<file path="src/rtl/gate_bist_ctrl.sv">
// -----------------------------------------------------------------------------
// gate_bist_ctrl
//
// Built-in self-test sequencer for a single-bit logic gate (NOT/AND/OR/XOR).
// An 8-bit Fibonacci LFSR supplies the stimulus bits a/b. Each vector is held
// for SETTLE idle cycles, after which the gate output is sampled and compared
// against an internal reference of the selected gate function. Mismatches are
// counted (saturating) and pass/fail is reported when the run finishes.
//
// Ports
//   clk      rising-edge clock, single domain
//   rst_n    synchronous active-low reset
//   start    level; starts a run when sampled high in IDLE or DONE
//   mode     gate under test: 0 NOT(a), 1 AND, 2 OR, 3 XOR (latched at start)
//   a_o      stimulus bit a to the gate under test
//   b_o      stimulus bit b to the gate under test (0 for NOT)
//   gate_i   gate-under-test output
//   busy     run in progress
//   done     run finished, results stable
//   pass     valid with done; 1 when no mismatch was seen
//   err_cnt  saturating mismatch count
//   vec_cnt  vectors checked so far in the current run
// -----------------------------------------------------------------------------
module gate_bist_ctrl #(
   parameter int         N_VECTORS = 16,
   parameter int         SETTLE    = 1,
   parameter int         CNT_W     = 8,
   parameter logic [7:0] SEED      = 8'hA5
) (
   input  logic             clk,
   input  logic             rst_n,
   input  logic             start,
   input  logic [1:0]       mode,
   output logic             a_o,
   output logic             b_o,
   input  logic             gate_i,
   output logic             busy,
   output logic             done,
   output logic             pass,
   output logic [CNT_W-1:0] err_cnt,
   output logic [7:0]       vec_cnt
);

   typedef enum logic [2:0] {
      IDLE,
      APPLY,
      SETTLE_W,
      CHECK,
      DONE
   } state_t;

   localparam logic [7:0] N_LAST      = 8'(N_VECTORS);
   // Last value of the settle counter; unused when SETTLE is 0 because the
   // FSM then skips SETTLE_W entirely.
   localparam logic [3:0] SETTLE_LAST = (SETTLE > 0) ? 4'(SETTLE - 1) : 4'd0;

   state_t           state;
   logic [7:0]       lfsr;
   logic [1:0]       mode_q;
   logic [3:0]       settle_cnt;
   logic             miss;
   logic [CNT_W-1:0] err_next;

   // Reference behaviour of the gate under test.
   function automatic logic gate_ref(input logic [1:0] m, input logic a,
                                     input logic b);
      logic r;
      case (m)
         2'd0:    r = ~a;
         2'd1:    r = a & b;
         2'd2:    r = a | b;
         default: r = a ^ b;
      endcase
      return r;
   endfunction

   // x^8+x^6+x^5+x^4+1, shifting left with feedback entering at bit 0.
   function automatic logic [7:0] lfsr_step(input logic [7:0] s);
      return {s[6:0], s[7] ^ s[5] ^ s[4] ^ s[3]};
   endfunction

   // Saturating increment: the counter sticks at all ones instead of wrapping.
   function automatic logic [CNT_W-1:0] sat_inc(input logic [CNT_W-1:0] c,
                                                input logic hit);
      return (hit && (c != '1)) ? c + CNT_W'(1) : c;
   endfunction

   assign miss     = (gate_i != gate_ref(mode_q, a_o, b_o));
   assign err_next = sat_inc(err_cnt, miss);

   always_ff @(posedge clk) begin
      if (!rst_n) begin
         state      <= IDLE;
         lfsr       <= SEED;
         mode_q     <= 2'd0;
         settle_cnt <= 4'd0;
         a_o        <= 1'b0;
         b_o        <= 1'b0;
         busy       <= 1'b0;
         done       <= 1'b0;
         pass       <= 1'b0;
         err_cnt    <= '0;
         vec_cnt    <= 8'd0;
      end else begin
         case (state)
            // Start is only honoured here; a run in flight cannot be aborted.
            IDLE, DONE: begin
               if (start) begin
                  lfsr       <= SEED;
                  err_cnt    <= '0;
                  vec_cnt    <= 8'd0;
                  settle_cnt <= 4'd0;
                  mode_q     <= mode;
                  busy       <= 1'b1;
                  done       <= 1'b0;
                  pass       <= 1'b0;
                  state      <= APPLY;
               end
            end

            // Present the current LFSR bits to the gate.
            APPLY: begin
               a_o        <= lfsr[0];
               b_o        <= (mode_q == 2'd0) ? 1'b0 : lfsr[1];
               settle_cnt <= 4'd0;
               state      <= (SETTLE > 0) ? SETTLE_W : CHECK;
            end

            // Give the external gate path time to settle.
            SETTLE_W: begin
               if (settle_cnt == SETTLE_LAST) begin
                  state <= CHECK;
               end else begin
                  settle_cnt <= settle_cnt + 4'd1;
               end
            end

            // Sample gate_i, score it and step to the next vector.
            CHECK: begin
               err_cnt <= err_next;
               vec_cnt <= vec_cnt + 8'd1;
               lfsr    <= lfsr_step(lfsr);
               if ((vec_cnt + 8'd1) == N_LAST) begin
                  busy  <= 1'b0;
                  done  <= 1'b1;
                  pass  <= (err_next == '0);
                  state <= DONE;
               end else begin
                  state <= APPLY;
               end
            end

            default: state <= IDLE;
         endcase
      end
   end

endmodule

</file>
<file path="config.mk">
export PLATFORM = sky130hd
export DESIGN_NAME = gate_bist_ctrl
export DESIGN_NICKNAME = d
export VERILOG_FILES = /design/src/rtl/gate_bist_ctrl.sv
export SDC_FILE = /design/constraint.sdc
export NUM_CORES = 1
export LEC_CHECK = 0
export CAP_MARGIN = 20
export CORE_MARGIN = 8
export CORE_UTILIZATION = 35
export DETAILED_ROUTE_END_ITERATION = 8
export PLACE_DENSITY_LB_ADDON = 0.05
export REMOVE_ABC_BUFFERS = 1
export SLEW_MARGIN = 30
export SYNTH_ARGS = -nofsm -noshare
export SYNTH_HDL_FRONTEND = slang
export SYNTH_SLANG_ARGS = --single-unit
</file>
<file path="constraint.sdc">
create_clock -name clk -period 6.85 [get_ports clk]
set_clock_uncertainty 0.05 [all_clocks]
set_input_delay 1.7125 -clock clk [delete_from_list [all_inputs] [get_ports clk]]
set_output_delay 1.7125 -clock clk [all_outputs]
set_load 0.02 [all_outputs]
</file>
After elaboration in Yosys (flattened, before gate mapping)
Cells that the tools add are included.
Word-level totals
  bits in registers: 38
  bits in latches: 0
  RAM bits: 0
  ROM bits: 0
  input bits: 6
  output and inout bits: 21
  memories kept: 0
Cells by class
  add/subtract/negate cells: 3
  multipliers: 0
  div/mod/pow operators: 0
  $lt $le $gt $ge: 0
  equal/unequal tests: 13
  shifts and indexed selects: 0
  multiplexer cells: 23
  bitwise gates (word level): 7
  reduce and logical (&&, ||, !) cells: 13
Operators by type and width (number)
  8-bit case mux with 2 select lines: 3
  8-bit two-way mux: 3
  8-bit by 1-bit adder with 8-bit output (second input constant): 2
  3-bit case mux with 4 select lines: 1
  4-bit case mux with 3 select lines: 1
  3-bit two-way mux: 3
  8-bit by 5-bit equality test with 1-bit output (second input constant): 1
  8-bit logical NOT: 1
  4-bit two-way mux: 2
  2-bit != test (second input constant): 4
  8-bit != test (second input constant): 1
  3-bit by 2-bit equality test with 1-bit output (second input constant): 2
  1-bit two-way mux: 6
  1-bit case mux with 2 select lines: 3
  2-bit AND reduction: 3
  3-bit AND reduction: 2
  4-bit by 1-bit adder with 4-bit output (second input constant): 1
  4-bit logical NOT: 1
  1-bit XOR: 4
  3-bit by 1-bit equality test with 1-bit output (second input constant): 1
  3-bit equality test (second input constant): 1
  3-bit logical NOT: 1
  1-bit case mux with 3 select lines: 1
  3-bit nonzero test: 1
  10 further kinds: 10

Logic depth before layout (Yosys ltp)
  depth after elaboration: 8
  depth in mapped cells: 9

Worst setup path before layout
Ideal clock, no wire load.
  path type: input -> register
  from: input port gate_i
  to: register pass
  library setup time: 84 ps
  arrival time: 2689 ps
  required time: 6716 ps
  path slack: 4027 ps
  stages on the path: 5
  path buffers: 0
  cell sequence: xnor2_4 nor4_1 xnor2_1 o211ai_1 o31ai_2
Between the ends
  word-level cells in the longest chain between the ends: 6
RTL lines
  start: declaration: line 36  | input logic gate_i,
  1-bit != test: line 88  | assign miss = (gate_i != gate_ref(mode_q, a_o, b_o));
  1-bit logical AND: line 85  | return (hit && (c != '1)) ? c + CNT_W'(1) : c;
  8-bit two-way mux: line 85
  8-bit logical NOT: line 146  | pass <= (err_next == '0);
  1-bit two-way mux: line 143  | if ((vec_cnt + 8'd1) == N_LAST) begin
  1-bit case mux with 2 select lines: line 105  | case (state)
  end signal: assignment: line 146
  end: declaration: line 39  | output logic pass,
No other way between the ends. The select of a mux whose other input is x is not followed.
A chain may end at the register's enable or synchronous reset.

Final worst setup path
  from: register err_cnt[2]
  to: output port err_cnt[2]
RTL lines
  start: declaration: line 40  | output logic [CNT_W-1:0] err_cnt,
  start signal: assignment: line 140  | err_cnt <= err_next;
No word-level cell between the ends.

==> impl_metrics.py <==
metrics = {
    "flow_run": {
        "max-cap-violations": 0,
    },
    "synthesis": {
        "synth.cell_area_um2": 2020,
        "ys_ff_latch": 38,
        "synth_cells": 245,
        "number_of_synthesized_flops_with_an_enable_pin": 0,
        "ys_async_sr_fraction": 0,
        "ys_warn_count": 0,
        "yosys.cell_types.count": 41,
        "avgSynthCellArea_um2": 8.23,
        "synth-seq-area-share": 0.377,
        "synth_top_flop_cell": "sky130_fd_sc_hd__dfxtp_1",
    },
    "setup_path": {
        "startpoint_class_of_the_critical_path": "register",
        "timing.critical_path.slowest_stage_cell": "sky130_fd_sc_hd__clkdlybuf4s50_1",
        "timing.setup.critical_path_class": "register to output port",
        "crit_path_end_kind": "output port",
        "worst-path-max-fanout": 10,
        "crit_family": "buffers and inverters",
        "timing.critical_path.buf_inv": 1,
        "r2r-start": "a_o",
        "r2r_setup_slack_ps": 4270,
        "critical_path.cell_chain": "clkdlybuf4s50_1",
        "worstPathArrival_ps": 1480,
        "data_required_time_at_the_worst_endpoint_ps": 5090,
        "max_stage_delay_ps": 670,
        "r2r.worst_path.cells": 8,
        "timing.rr.end": "pass",
    },
    "drt": {
        "detail_route.vias_per_cell": 5.20,
        "via_count": 1774,
        "route.antenna.remaining_nets": 0,
        "route.final.wire_length_mm": 4.56,
        "dr.first_iter.drc_count": 61,
        "firstDrtPassIters": 5,
        "drc_errors": 0,
        "wl_per_cell_um": 13.4,
    },
    "floorplanning": {
        "die_height_um": 91.9,
        "design.portCount": 27,
        "die_area_um2": 8450,
        "initial_core_util": 0.364,
        "die_x_um": 91.9,
        "design.core.area_um2": 5540,
        "num_rows": 27,
    },
    "power": {
        "total_leakage_power_uw": 0.000877,
        "pwr-share-clk": 0.365,
        "power_switching_uw": 153,
        "irDropWorstVdd_mv": 0.0956,
        "internal-power_uw": 377,
        "power_frac_comb": 0.182,
        "seqPwrFrac": 0.453,
        "p_per_area_nw_per_um2": 215,
        "switching_share": 0.288,
    },
    "global_routing": {
        "first_global_vias": 1642,
        "grt_max_degree": 39,
        "antenna_found_initial": 0,
        "grt_usage": 0.113,
        "globalRoute.totalOverflow": 0,
        "grt_first_pass_wirelength_mm": 7.77,
    },
    "clocking": {
        "htree_levels": 2,
        "ctsResizeCount": 0,
        "numClockSinks": 38,
        "hold_buffers": 0,
        "cts_made_buffers": 5,
        "clockRootBuffer": "sky130_fd_sc_hd__clkbuf_8",
        "tritoncts": "done",
        "cts.repair_timing.setup_buffer_count": 0,
        "clk_path_buf_depth": 2,
        "clkTransAtPathRegs_ps": 80,
        "latest_clock_arrival_within_the_worst_skew_pair_ps": 300,
    },
    "place": {
        "routabilityCongestion": 0.733,
        "hpwl_mm": 3.15,
        "place_area_um2": 2330,
        "numPlacedInstances": 332,
        "io_buffer_count": 26,
    },
    "sta": {
        "tightest_pin_transition_ps": 747,
        "hold_viol_final": 0,
        "timing.slew.headroom": 0.500,
        "unrepaired_setup_endpoints_after_global_routing": "no",
        "holdWs_ps": 420,
        "slew_violations": 0,
        "fmax_ghz": 0.308,
        "setup_viol": 0,
        "period_needed_ps": 3240,
        "layout_worst_path_cycle_share": 0.474,
        "sum_of_negative_setup_slack_ps": 0,
    },
    "finish": {
        "layout_common_cells": "sky130_fd_sc_hd__dfxtp_1, sky130_fd_sc_hd__nand2_1, sky130_fd_sc_hd__clkdlybuf4s50_1",
        "insertedDiodeCount": 0,
        "final_nets": 280,
        "layout.filler_cells": 593,
        "mostFrequentLayoutCell": "sky130_fd_sc_hd__dfxtp_1",
        "drive_above_1_share": 0.0669,
        "utilization": 0.444,
        "syn2layout_area_growth_pct": 21.9,
        "final-instance-count-excl-fill": 341,
        "finish.instance_area_um2": 2460,
    },
    "outcome": {
        "outcome": "finished, final reports clean",
    },
    "hold_path": {
        "source_of_the_worst_hold_timing_path": "done",
        "hold_end": "done",
        "worst_hold_path_type": "register to register",
        "holdPathStages": 2,
    },
}
through the flow:
stage	total power [uW]	setup slack, ps
floorplan	311	4030
global placement	342	3310
detailed placement	341	3310
CTS	536	3610
global route	559	3520
finish	530	3610
kinds of logic after synthesis:
family | count (synthesis) | share of synthesized area
buf+inv | 20 | 0.0372
compound gates | 60 | 0.195
simple gates | 108 | 0.279
flops | 38 | 0.377
mux | 4 | 0.0261
xor+xnor | 9 | 0.0484
fa+ha+maj | 6 | 0.0372
synthesized netlist by cell type (8+ instances only):
cell type,count,area share
sky130_fd_sc_hd__a22oi_1,8,0.030
sky130_fd_sc_hd__a21oi_1,10,0.025
sky130_fd_sc_hd__nand2_1,28,0.052
sky130_fd_sc_hd__nor2b_1,13,0.040
sky130_fd_sc_hd__o21ai_0,17,0.042
sky130_fd_sc_hd__dfxtp_1,38,0.38
sky130_fd_sc_hd__clkbuf_1,13,0.024
sky130_fd_sc_hd__nor2_1,19,0.035
final cells by class:
cell class                 count  area (um2)  share of cell area
clock buffer                   5        68.8              0.0280
clock inverter                 3        45.0              0.0183
inverter                       7        26.3              0.0107
multi-input combinational    187        1180               0.480
sequential                    38         761               0.309
tap                           72        90.1              0.0366
timing repair buffer          29         287               0.117
how the worst max path moves through the flow:
stage / from / endpoint / slack, ps / cells past startpoint
2_1_floorplan: gate_i / pass / 4030 / 5
3_3_place_gp: gate_i / pass / 3310 / 6
3_5_place_dp: gate_i / pass / 3310 / 6
4_1_cts: err_cnt[2] / err_cnt[2] / 3610 / 1
5_1_grt: gate_i / pass / 3520 / 6
6_report: err_cnt[2] / err_cnt[2] / 3610 / 1
state kept, by name (all words and copies together), names as in the netlist:
register / cells
settle_cnt: 4
lfsr: 8
b_o: 1
mode_q: 2
err_cnt: 8
busy: 1
vec_cnt: 8
a_o: 1
state: 3
done: 1
pass: 1
per-layer routing:
layer | up-vias | share of wire | track usage
met5 | - | 0 | 0
li1 | 908 | - | -
met4 | 0 | 0.021 | 0.0537
met1 | 816 | 0.50 | 0.138
met3 | 8 | 0.052 | 0.0375
met2 | 42 | 0.43 | 0.175
power groups by stage:
stage	Combinational (uW)	Clock, uW	Sequential, uW
finish	96.6	193	240
global route	108	209	241
CTS	96.5	200	240
detailed placement	96.1	0	245
global placement	96.5	0	246
floorplan	64.8	0	246
(Power assumes the default switching activity.)
